File: config.mk
export PLATFORM = sky130hd
export DESIGN_NAME = muldiv_unit
export DESIGN_NICKNAME = d
export VERILOG_FILES = /design/src/rtl/muldiv_unit.sv
export SDC_FILE = /design/constraint.sdc
export NUM_CORES = 1
export LEC_CHECK = 0
export BUFFER_PORTS_ARGS = -buffer_cell sky130_fd_sc_hd__buf_4
export CORE_ASPECT_RATIO = 1.4
export CORE_MARGIN = 2
export CORE_UTILIZATION = 33
export DETAILED_ROUTE_END_ITERATION = 10
export GPL_TIMING_DRIVEN = 0
export PLACE_DENSITY = 0.45
export RECOVER_POWER = 100
export SYNTH_ARGS = -nofsm -noshare
export SYNTH_HDL_FRONTEND = slang
export SYNTH_SLANG_ARGS = --single-unit
export TNS_END_PERCENT = 5
File: constraint.sdc
create_clock -name clk -period 6.1 [get_ports clk]
set_input_delay 0 -clock clk [delete_from_list [all_inputs] [get_ports clk]]
set_output_delay 0 -clock clk [all_outputs]
set_load 0.02 [all_outputs]
File: src/rtl/muldiv_unit.sv
// Iterative RISC-V M-extension multiply/divide unit (radix-2 shift-add, restoring divide).
// Define MULDIV_FAST_MUL_EN to replace the iterative multiplier with a single-cycle product.
module muldiv_unit #(
  parameter int unsigned XLEN = 32
) (
  input  logic            clk,
  input  logic            rst,
  input  logic            flush,
  input  logic            in_valid,
  output logic            in_ready,
  input  logic [2:0]      op,
  input  logic [XLEN-1:0] op1,
  input  logic [XLEN-1:0] op2,
  output logic            out_valid,
  input  logic            out_ready,
  output logic [XLEN-1:0] result
);

  localparam int unsigned CNT_W = $clog2(XLEN);
  localparam logic [XLEN-1:0] INT_MIN = {1'b1, {(XLEN-1){1'b0}}};

  localparam logic [2:0] OP_MUL    = 3'b000;
  localparam logic [2:0] OP_MULH   = 3'b001;
  localparam logic [2:0] OP_MULHSU = 3'b010;
  localparam logic [2:0] OP_MULHU  = 3'b011;
  localparam logic [2:0] OP_DIV    = 3'b100;
  localparam logic [2:0] OP_DIVU   = 3'b101;
  localparam logic [2:0] OP_REM    = 3'b110;
  localparam logic [2:0] OP_REMU   = 3'b111;

  typedef enum logic [1:0] {IDLE, BUSY, DONE} state_t;

  state_t state_q, state_nx;

  logic              accept;
  logic              last;
  logic              signed1, signed2;
  logic              in_s1, in_s2;
  logic [XLEN-1:0]   mag1, mag2;
  logic              div0, ovf;
  logic              direct;
  logic [XLEN-1:0]   direct_res;
`ifdef MULDIV_FAST_MUL_EN
  logic [2*XLEN-1:0] fast_prod;
`endif

  logic [2:0]        op_q;
  logic              s1_q, s2_q;
  logic [XLEN-1:0]   b_q;
  logic [2*XLEN-1:0] acc_q;
  logic [CNT_W-1:0]  cnt_q;

  logic [XLEN:0]     mul_sum;
  logic [2*XLEN-1:0] mul_nx;
  logic [XLEN:0]     rem_sh, rem_sub;
  logic [2*XLEN-1:0] div_nx;
  logic [2*XLEN-1:0] acc_nx;
  logic [2*XLEN-1:0] prod_fix;
  logic [XLEN-1:0]   quo_fix, rem_fix;
  logic [XLEN-1:0]   final_res;

  // Request decode: sign handling, magnitudes and special cases that skip BUSY
  always_comb begin
    signed1 = (op == OP_MULH) || (op == OP_MULHSU) || (op == OP_DIV) || (op == OP_REM);
    signed2 = (op == OP_MULH) || (op == OP_DIV) || (op == OP_REM);
    in_s1   = signed1 && op1[XLEN-1];
    in_s2   = signed2 && op2[XLEN-1];
    mag1    = in_s1 ? -op1 : op1;
    mag2    = in_s2 ? -op2 : op2;
    div0    = op[2] && (op2 == '0);
    ovf     = ((op == OP_DIV) || (op == OP_REM)) && (op1 == INT_MIN) && (op2 == '1);
    direct  = div0 || ovf;
    direct_res = '0;
    if (div0) begin
      direct_res = op[1] ? op1 : '1;
    end else if (ovf) begin
      direct_res = op[1] ? '0 : op1;
    end
`ifdef MULDIV_FAST_MUL_EN
    fast_prod = {XLEN'(0), mag1} * {XLEN'(0), mag2};
    if (in_s1 ^ in_s2) begin
      fast_prod = -fast_prod;
    end
    if (!op[2]) begin
      direct     = 1'b1;
      direct_res = (op == OP_MUL) ? fast_prod[XLEN-1:0] : fast_prod[2*XLEN-1:XLEN];
    end
`endif
  end

  assign accept = in_valid && (state_q == IDLE) && !flush;
  assign last   = (state_q == BUSY) && (cnt_q == CNT_W'(XLEN - 1));

  // Next-state logic; flush overrides every transition
  always_comb begin
    state_nx = state_q;
    case (state_q)
      IDLE:    if (accept) state_nx = direct ? DONE : BUSY;
      BUSY:    if (last) state_nx = DONE;
      DONE:    if (out_ready) state_nx = IDLE;
      default: state_nx = IDLE;
    endcase
    if (flush) begin
      state_nx = IDLE;
    end
  end

  always_ff @(posedge clk) begin
    if (rst) begin
      state_q   <= IDLE;
      in_ready  <= 1'b1;
      out_valid <= 1'b0;
    end else begin
      state_q   <= state_nx;
      in_ready  <= (state_nx == IDLE);
      out_valid <= (state_nx == DONE);
    end
  end

  // One iteration step; acc holds {partial product, multiplier} or {remainder, quotient}
  always_comb begin
    mul_sum = {1'b0, acc_q[2*XLEN-1:XLEN]} + (acc_q[0] ? {1'b0, b_q} : '0);
    mul_nx  = {mul_sum, acc_q[XLEN-1:1]};
    rem_sh  = {acc_q[2*XLEN-1:XLEN], acc_q[XLEN-1]};
    rem_sub = rem_sh - {1'b0, b_q};
    div_nx  = rem_sub[XLEN] ? {rem_sh[XLEN-1:0], acc_q[XLEN-2:0], 1'b0}
                            : {rem_sub[XLEN-1:0], acc_q[XLEN-2:0], 1'b1};
    acc_nx  = op_q[2] ? div_nx : mul_nx;

    prod_fix = (s1_q ^ s2_q) ? -acc_nx : acc_nx;
    quo_fix  = (s1_q ^ s2_q) ? -acc_nx[XLEN-1:0] : acc_nx[XLEN-1:0];
    rem_fix  = s1_q ? -acc_nx[2*XLEN-1:XLEN] : acc_nx[2*XLEN-1:XLEN];

    final_res = '0;
    case (op_q)
      OP_MUL:                       final_res = prod_fix[XLEN-1:0];
      OP_MULH, OP_MULHSU, OP_MULHU: final_res = prod_fix[2*XLEN-1:XLEN];
      OP_DIV, OP_DIVU:              final_res = quo_fix;
      OP_REM, OP_REMU:              final_res = rem_fix;
      default:                      final_res = '0;
    endcase
  end

  always_ff @(posedge clk) begin
    if (rst) begin
      op_q   <= '0;
      s1_q   <= 1'b0;
      s2_q   <= 1'b0;
      b_q    <= '0;
      acc_q  <= '0;
      cnt_q  <= '0;
      result <= '0;
    end else if (accept) begin
      op_q  <= op;
      s1_q  <= in_s1;
      s2_q  <= in_s2;
      b_q   <= op[2] ? mag2 : mag1;
      acc_q <= {XLEN'(0), op[2] ? mag1 : mag2};
      cnt_q <= '0;
      if (direct) begin
        result <= direct_res;
      end
    end else if ((state_q == BUSY) && !flush) begin
      acc_q <= acc_nx;
      cnt_q <= cnt_q + CNT_W'(1);
      if (last) begin
        result <= final_res;
      end
    end
  end

endmodule

## Word level (Yosys, flattened, before mapping)

Index checks and enable logic that the tools add are counted.

| word-level totals | value |
|---|---|
| word-level logic and storage cells | 93 |
| output and inout port bits | 34 |
| register bits | 142 |

| cells by class | value |
|---|---|
| reductions and logical operators | 28 |
| mux-type cells | 27 |
| bitwise operators | 1 |
| equal/unequal tests | 18 |
| add/subtract/negate cells | 8 |

Operators with widths:

| operator | number |
|---|---|
| 32-bit 2-to-1 mux | 17 |
| 64-bit 2-to-1 mux | 3 |
| 32-bit negation | 4 |
| 32-bit one-hot mux with 4 select lines | 1 |
| 32-bit equality test, second input constant | 2 |
| 64-bit negation | 1 |
| 32-bit by 32-bit adder with 33-bit output | 1 |
| 33-bit by 32-bit subtractor with 33-bit output | 1 |
| 32-bit logical NOT | 1 |
| 3-bit equality test, second input constant | 6 |
| 2-bit 2-to-1 mux | 5 |
| 3-bit by 2-bit equality test with 1-bit output, second input constant | 3 |
| 1-bit logical AND | 9 |
| 1-bit logical OR | 7 |
| 3-bit by 1-bit equality test with 1-bit output, second input constant | 2 |
| 2-bit one-hot mux with 3 select lines | 1 |
| 2-bit OR reduction | 3 |
| 5-bit by 1-bit adder with 5-bit output, second input constant | 1 |
| 5-bit equality test, second input constant | 1 |
| 2-bit equality test, second input constant | 2 |
| 2-bit logical NOT | 2 |
| 2-bit nonzero test | 2 |
| 3-bit logical NOT | 1 |
| 3-bit AND reduction | 1 |
| 5 further kinds | 5 |

## Logic depth before layout (Yosys ltp)

Gate-level depths: netlist of run 1.

| logic depth | value |
|---|---|
| word-level depth | 10 |
| gate-level depth with buffers | 24 |

## Least setup slack after synthesis of run 1

OpenSTA, ideal clock, no wires.

| timing | value |
|---|---|
| path kind | register -> register |
| from | register op_q[2] |
| to | register result[26] |
| period minus slack after synthesis | 5.290 ns |
| arrival time | 5.187 ns |
| cell stages (with the launch flop) | 20 |
| setup slack | 0.810 ns |
| cells stage by stage | dfxtp_1 clkbuf_1 buf_1 buf_2 buf_1 buf_2 buf_2 buf_1 clkbuf_1 clkbuf_1 mux2i_1 ha_1 nand2_1 o21ai_1 nand4b_2 nor3_4 and3_1 a31oi_1 o311a_1 a2111oi_2 |

| between the ends | value |
|---|---|
| longest elaborated chain between the ends | 7 |
| elaborated cells between the ends (all ways) | 22 |

RTL lines:

| element | line | text |
|---|---|---|
| start, declared | 47 | `logic [2:0] op_q;` |
| start signal, assigned | 154 | `op_q <= op;` |
| 64-bit 2-to-1 mux | 128 | `acc_nx = op_q[2] ? div_nx : mul_nx;` |
| 64-bit negation (tied with other cells) | 130 | `prod_fix = (s1_q ^ s2_q) ? -acc_nx : acc_nx;` |
| 64-bit 2-to-1 mux (tied with other cells) | 130 |  |
| 32-bit one-hot mux with 4 select lines * | 135 | `case (op_q)` |
| 32-bit 2-to-1 mux * | 166 | `if (last) begin` |
| 32-bit 2-to-1 mux * | 163 | `end else if ((state_q == BUSY) && !flush) begin` |
| 32-bit 2-to-1 mux * | 153 | `end else if (accept) begin` |
| end signal, assigned | 161 | `result <= direct_res;` |
| end signal, assigned | 167 | `result <= final_res;` |
| end, declared | 16 | `output logic [XLEN-1:0] result` |

Mark *: on every way between the ends. The rest lies on a longest branch, timed or not. The select of a mux whose other input is x is not followed.
A chain may end at the register's enable or synchronous reset.

## Worst setup path after layout of run 1

| timing | value |
|---|---|
| from | register op_q[2] |
| to | register result[20] |

Same word-level chain as after synthesis.

==> key figures, run 1 <==
Worst setup path
  – CP Launch Type: flop
  – Kind of critical path: flop to flop
  – Max incr delay on CP: 0.51 ns
  – FF-to-FF setup slack: around 0.044 ns
  – RR Endpoint: result[20]
  – Critical path arrival: roughly 6.5 ns
  – Reg2reg start: op_q[2]
  – CP Capture Type: flop
  – Sequence of cells on the critical path: clkbuf_4 > buf_4 > buf_2 > buf_2 > buf_4 > buf_2 > clkbuf_4 > clkbuf_4 > mux2i_1 > ha_1 > nand2_1 > o21ai_4 > nand4b_4 > o41ai_2 > xor2_1 > o21ai_1 > a2111oi_2 > a21o_1
  – CP Max Fanout: 19
  – Reg2Reg Depth: 18
  – Worst path slowest cell: dfxtp_2
  – Crit path required time: 6.51 ns

Synth
  – Syn nets: around 2400
  – Top FF cell, synth: dfxtp_1
  – Count of different cell masters after synthesis: 97
  – Post-Syn Instances: around 2300
  – Post-synthesis compound-gate area fraction: 0.3061
  – Synth Area in Adders: 0.05931
  – Area leader, netlist: dfxtp_1
  – Post-Syn Area: between 15000 and 20000 µm²
  – Largest family of logic cells by synthesized area: compound AO/OA/AOI/OAI gates
  – Synth Warn #: 0
  – Post-synth EDFFs: 0
  – Ranking of synthesized cells by area: dfxtp_1, a21oi_1, nand2_1
  – Synth Register Bits: 142
  – Average cell area after synthesis: about 6.9 µm²
  – Simple-gate share of the synthesized area: 0.2617
  – Synth top area share: 0.1816
  – Register area share after synthesis: 0.1816
  – Async SR Flop Fraction: 0
  – Mux share of post-synthesis cell area: 0.04380
  – XOR/XNOR Fraction of Synth Area: 0.09847

Finish
  – Multi-input logic area: approximately 12000 µm²
  – Fillers: between 5000 and 6000
  – Post-Layout Cell Count: 3035
  – Area growth syn-to-layout: 15.34%
  – Layout cells sized above 1: 0.09332
  – Diodes inserted: 0
  – Layout Utilization: 0.3847
  – FF+latch area: ~2900 µm²
  – Final net count: roughly 2500

Floorplanning
  – Row count: 94
  – Starting Density: 0.3336
  – Die ar.: a little under 50000 µm²
  – Die span in x: around 190 µm
  – Area of the core: approximately 47000 µm²
  – Die H: between 200 and 300 µm
  – I/O pin count: between 100 and 150

Timing
  – Crit path time final: approximately 6.1 ns
  – Final Hold Viols: 0
  – Worst Tran Pin Value: 1.249 ns
  – Tcrit/Tclk final: 0.9928
  – Worst Skew: approximately 0.02 ns
  – Final setup fails: 0
  – RSZ-0062 raised after global routing: true
  – Max-slew violations: 0
  – Worst Slack Setup Final: around 0.044 ns
  – Highest clock rate: around 0.17 GHz
  – Slew HR: 0.1558
  – Setup TNS: 0 ns
  – Final hold slack: 0.03257 ns

Place
  – Setup WS pre-CTS: -3.120 ns
  – Inst Count DP: about 3000
  – Port Buffers: approximately 110
  – Post-DP HPWL: 74060 µm
  – RePlAce Congestion: 0.9968

Route
  – Antenna Nets Post-Route: 0
  – Initial DRC Count: between 1500 and 2000
  – Via Count: between 15000 and 20000
  – Vias/cell: 6.126
  – Wirelength per Cell: 29.27 µm
  – # DRC: 0
  – Drt first pass iters: 6
  – Detailed Route WL: roughly 89000 µm

Global route
  – Largest net degree at the start of global routing: 20
  – Total grt overflow: 0
  – Initial antenna violation count: 2
  – GRT Util Overall: 0.3528
  – Number of global-route vias before repair: ~18000
  – First-pass GRT wire length: roughly 130000 µm

Min path
  – Hold Path End: b_q[0]
  – Origin of the worst min-delay path: op1[0]
  – Hold depth: 3
  – Hold Path Class: input pin to flop

Clocking
  – H-tree depth: 4
  – CTS tree: yes
  – Latest clock arrival within the worst-skew pair: approximately 0.46 ns
  – Reg clk slew, reported paths: roughly 0.080 ns
  – Cts bufs inserted: 17
  – Clk sinks: approximately 140
  – Bufs on Longest Clock Path: 2
  – CTS root buffer: clkbuf_16

Job
  – Maxcap violations: 0

Status
  – Status: complete, no violations

Power
  – PwrDens: between 150 and 200 nW/µm²
  – Worst ir drop on vdd: roughly 0.13 mV
  – LEAKAGE: roughly 6.7 nW
==> cell families after synthesis <==
family / after synthesis
AND/OR/NAND/NOR: 863
buffers and inverters: 197
flip-flops: 142
multiplexers: 67
AO/OA/AOI/OAI: 741
XOR/XNOR: 176
adder cells (fa/ha/maj): 73
==> power by group <==
group	total, mW	leakage, nW	internal (mW)	switching [mW]
logic	1.37	5.19	0.439	0.932
clock network	1.19	0.312	0.668	0.527
registers	1.03	1.16	0.963	0.0629
==> metal layers <==
| metal | vias to the layer above | share of wire | GRT usage |
|---|---|---|---|
| met5 | - | 0.00023 | 0 |
| met4 | 4 | 0.084 | 0.2601 |
| met3 | 255 | 0.050 | 0.04634 |
| met2 | 787 | 0.50 | 0.6469 |
| met1 | 8968 | 0.37 | 0.3705 |
| li1 | 8577 | - | - |
==> critical path: cells and delay by family, from the launching register on <==
kind / cells / cell delay [ns]
compound gates: 5 / 1.39
xor+xnor: 1 / 0.31
fa+ha+maj: 1 / 0.25
buf+inv: 8 / 2.93
flops: 1 / 0.51
mux: 1 / 0.28
simple gates: 2 / 0.31
==> worst max path at each step <==
stage	from	end	slack, ns	cells after the start
after global routing	b_q[12]	result[20]	-0.02	24
after CTS	acc_q[31]	result[14]	-0.01	24
after floorplan	op_q[2]	result[26]	0.81	19
after detailed placement	op_q[2]	result[22]	-3.12	19
after global placement	op_q[2]	result[22]	-3.13	19
final	op_q[2]	result[20]	0.04	18
==> per-stage QoR <==
stage	power [mW]	instance area [µm²]
2_1_floorplan	1.823	15650
3_3_place_gp	2.347	17220
3_5_place_dp	2.348	17260
4_1_cts	3.551	18120
5_1_grt	3.695	18050
6_report	3.590	18050
==> synth_stat cells (6+ instances only) <==
cell,number
o221a_2,6
o31ai_1,21
o211ai_1,40
nand2b_1,16
a221oi_1,8
mux2_2,12
and3_1,17
a211oi_1,53
and2_1,53
a21boi_0,6
buf_1,18
a21oi_1,247
nor3_1,70
nor4_1,14
clkbuf_1,100
o21a_1,15
inv_1,64
nand4_1,29
dfxtp_1,142
buf_2,10
nand3_1,44
a22oi_1,9
nand3b_1,8
nand2_1,260
xor2_1,77
a31oi_1,49
ha_1,71
a2111oi_0,11
o22ai_1,16
nor2_1,256
mux2i_1,55
a311oi_1,14
o21ai_0,136
nor2b_1,10
and4_1,9
or4_1,11
or2_2,18
or3_1,26
a21o_1,27
xnor2_1,99
==> sequential cells by signal, indices dropped and copies added (netlist names) <==
register   flops
state_q        2
b_q           32
s1_q           1
out_valid      1
cnt_q          5
acc_q         64
result        32
in_ready       1
s2_q           1
op_q           3
==> cells in the final DEF, fill, tap and decap left out, drive strengths merged, types with 71 or more instances in the layout <==
cell / synthesis / routed
xnor2: 99 / 99
ha: 71 / 71
buf: 31 / 95
xor2: 77 / 77
nor2: 256 / 256
clkbuf: 101 / 161
inv: 64 / 72
nand2: 261 / 261
o21ai: 141 / 141
nor3: 72 / 72
dfxtp: 142 / 142
a21oi: 248 / 248
==> area by class of cell <==
type / instances / share of cell area
Sequential cell: 142 / 0.1584
Inverter: 65 / 0.01351
Tap cell: 624 / 0.04324
Clock inverter: 15 / 0.01213
Multi-Input combinational cell: 1920 / 0.6746
Clock buffer: 17 / 0.02356
Timing Repair Buffer: 121 / 0.04394
Buffer: 131 / 0.03063
==> repair_timing <==
action | in CTS | in global routing
setup endpoints to repair | 40 | 20
hold buffers | 12 | 0
resized for setup | 38 | 28
gates cloned | 0 | 0
pin swaps | 1 | 4
buffers inserted | 1 | 1
endpoints found under the hold margin | 15 | 0
No activity file was read; power rests on OpenSTA's default activity.
==> run 2, diff against run 1 <==
- ABC_AREA: default -> 1
- CORE_UTILIZATION: 33 -> 50
- PLACE_DENSITY: 0.45 -> 0.64
- TNS_END_PERCENT: 5 -> default
==> key figures, run 2 <==
Worst setup path
  – RR Endpoint: result[30]
  – Max incr delay on CP: between 0.4 and 0.5 ns
  – CP Capture Type: flop
  – CP Max Fanout: 9
  – CP Launch Type: flop
  – Worst Setup SP: b_q[19]
  – Kind of critical path: flop to flop
  – Worst path slowest cell: dfxtp_1
  – Critical path arrival: ~6 ns
  – Reg2Reg Depth: 29
  – Reg2reg start: b_q[19]
  – CP endpoint: result[30]
  – Most frequent CP cell: nand2_1
  – FF-to-FF setup slack: about 0.37 ns
  – Crit path required time: roughly 6.5 ns

Synth
  – Post-Syn Area: 17770 µm²
  – Post-Syn Instances: between 3000 and 4000
  – Async SR Flop Fraction: 0
  – Synth Warn #: 0
  – Count leader, synth: nand2_1
  – Top post-synthesis cells by count: nand2_1, inv_1, nor2_1, nand3_1, o21ai_0
  – Synth Register Bits: between 100 and 150
  – Register area share after synthesis: 0.1599
  – Syn nets: approximately 3400
  – Top FF cell, synth: dfxtp_1
  – Ranking of synthesized cells by area: nand2_1, dfxtp_1, inv_1
  – Area leader, netlist: nand2_1
  – Count of different cell masters after synthesis: 62
  – Average cell area after synthesis: between 5 and 6 µm²
  – Post-synth EDFFs: 0
  – Synth top area share: 0.2002

Timing
  – Final hold slack: roughly 0.0024 ns
  – Highest clock rate: about 0.17 GHz
  – Worst Tran Pin Value: between 1 and 1.5 ns
  – Crit path time final: 5.727 ns
  – Tcrit/Tclk final: 0.9389
  – Max-slew violations: 0
  – Final Hold Viols: 0
  – RSZ-0062 raised after global routing: false
  – Worst Skew: about 0.017 ns
  – Slew HR: 0.04138
  – Setup TNS: 0 ns
  – Final setup fails: 0

Clocking
  – Setup Buffers After CTS: 0
  – CTS resizes: 0
  – Bufs on Longest Clock Path: 2
  – CTS root buffer: clkbuf_16
  – Reg clk slew, reported paths: 0.08 ns
  – CTS tree: yes
  – Cts bufs inserted: 17
  – Latest clock arrival within the worst-skew pair: between 0.4 and 0.5 ns
  – Clk sinks: roughly 140
  – H-tree depth: 4

Finish
  – Most frequent cells in the layout: nand2_1, inv_1, nor2_1
  – FF+latch area: about 2800 µm²
  – Layout Utilization: 0.5616
  – Area growth syn-to-layout: 10.47%
  – Commonest non-fill, non-tap cell in the layout: nand2_1
  – Multi-input logic area: 12330 µm²
  – Max reg flops: 64
  – Layout cells sized above 1: 0.06734
  – Final net count: between 3000 and 4000
  – Fillers: ~3700
  – Largest regs: acc_q (64), b_q (32), result (32)
  – Reg with most FFs: acc_q

Route
  – Via Count: ~23000
  – Drt first pass iters: 10
  – Vias/cell: 6.011
  – Antenna Nets Post-Route: 0
  – Wirelength per Cell: 23.50 µm
  – Initial DRC Count: slightly below 3000
  – Detailed Route WL: about 90000 µm
  – # DRC: 0

Global route
  – Largest net degree at the start of global routing: 18
  – Number of global-route vias before repair: approximately 22000
  – First-pass GRT wire length: about 130000 µm
  – GRT Util Overall: 0.4802
  – Initial antenna violation count: 2
  – Total grt overflow: 0

Job
  – Maxcap violations: 0

Place
  – RePlAce Congestion: 1.118
  – Port Buffers: ~100
  – Post-DP HPWL: ~73000 µm

Power
  – PwrDens: around 210 nW/µm²
  – Worst ir drop on vdd: 0.1783 mV
  – LEAKAGE: 10.36 nW

Floorplanning
  – Starting Density: 0.5084
  – Area of the core: 34960 µm²
  – Row count: slightly above 80
  – Die span in x: 163.4 µm
  – Die ar.: about 37000 µm²
  – Die H: between 200 and 250 µm
  – I/O pin count: roughly 110

Status
  – Status: complete, no violations

Min path
  – Hold Path Class: input pin to flop
-- run 2: stage by stage --
| step | area, µm² | cells | setup WS (ns) | power (mW) |
|---|---|---|---|---|
| after global routing | 19630 | 3813 | 0.1529 | 4.328 |
| after floorplan | 17770 | 3208 | 2.176 | 2.314 |
| after detailed placement | 19120 | 3767 | 0.8795 | 2.950 |
| after global placement | 19120 | 3767 | 0.9567 | 2.925 |
| final | 19640 | 3814 | 0.3729 | 4.160 |
| after CTS | 19860 | 3812 | 0.8651 | 4.061 |
-- run 2: worst max-delay path, delay by kind of cell (launching register included) --
family | cells | cell delay [ns]
AO/OA/AOI/OAI | 4 | 0.94
adder cells (fa/ha/maj) | 2 | 0.61
buffers and inverters | 3 | 0.38
flip-flops | 1 | 0.46
AND/OR/NAND/NOR | 20 | 3.23
-- run 2: routing by layer --
metal  wire [µm]  vias to the layer above  GRT usage
li1            -                    10580          -
met2       39420                     1536     0.7749
met4       10920                        2     0.4779
met5          15                        -          0
met3        9087                      508     0.1184
met1       30180                    10300     0.5013
-- run 2: power by group --
group | leakage [nW] | switching [mW] | internal, mW
Combinational | 8.91 | 1.43 | 0.574
Clock | 0.294 | 0.539 | 0.591
Sequential | 1.16 | 0.0547 | 0.970
Total | 10.4 | 2.02 | 2.13
-- run 2: logic make-up after synthesis --
| family | share of synthesized area |
|---|---|
| xor gates and xnor gates | 0.05174 |
| adders and majority gates | 0.05223 |
| buffers and inverters | 0.1411 |
| DFF | 0.1599 |
| AOI/OAI and AO/OA | 0.1837 |
| and+or+nand+nor | 0.4112 |
-- run 2: area by class of cell --
cell class	count	area share
clock buffers	17	0.02167
diodes	2	0.0002549
well taps	456	0.02906
multi-input cells	2421	0.6277
flip-flops and latches	142	0.1448
inverters	531	0.1016
plain buffers	114	0.02613
repair buffers	116	0.03913
clock inverters	15	0.009686
-- run 2: how the worst min path moves through the flow --
stage	start	to	depth (start not counted)
floorplan	op1[0]	b_q[0]	2
global placement	op2[0]	b_q[0]	3
detailed placement	op2[0]	b_q[0]	3
CTS	op1[9]	result[9]	5
global route	op2[18]	b_q[18]	4
finish	op1[6]	result[6]	5
-- run 2: what timing repair did --
action	CTS	global route
hold buffers	13	0
endpoints found under the hold margin	14	0
endpoints found under the setup margin	0	0
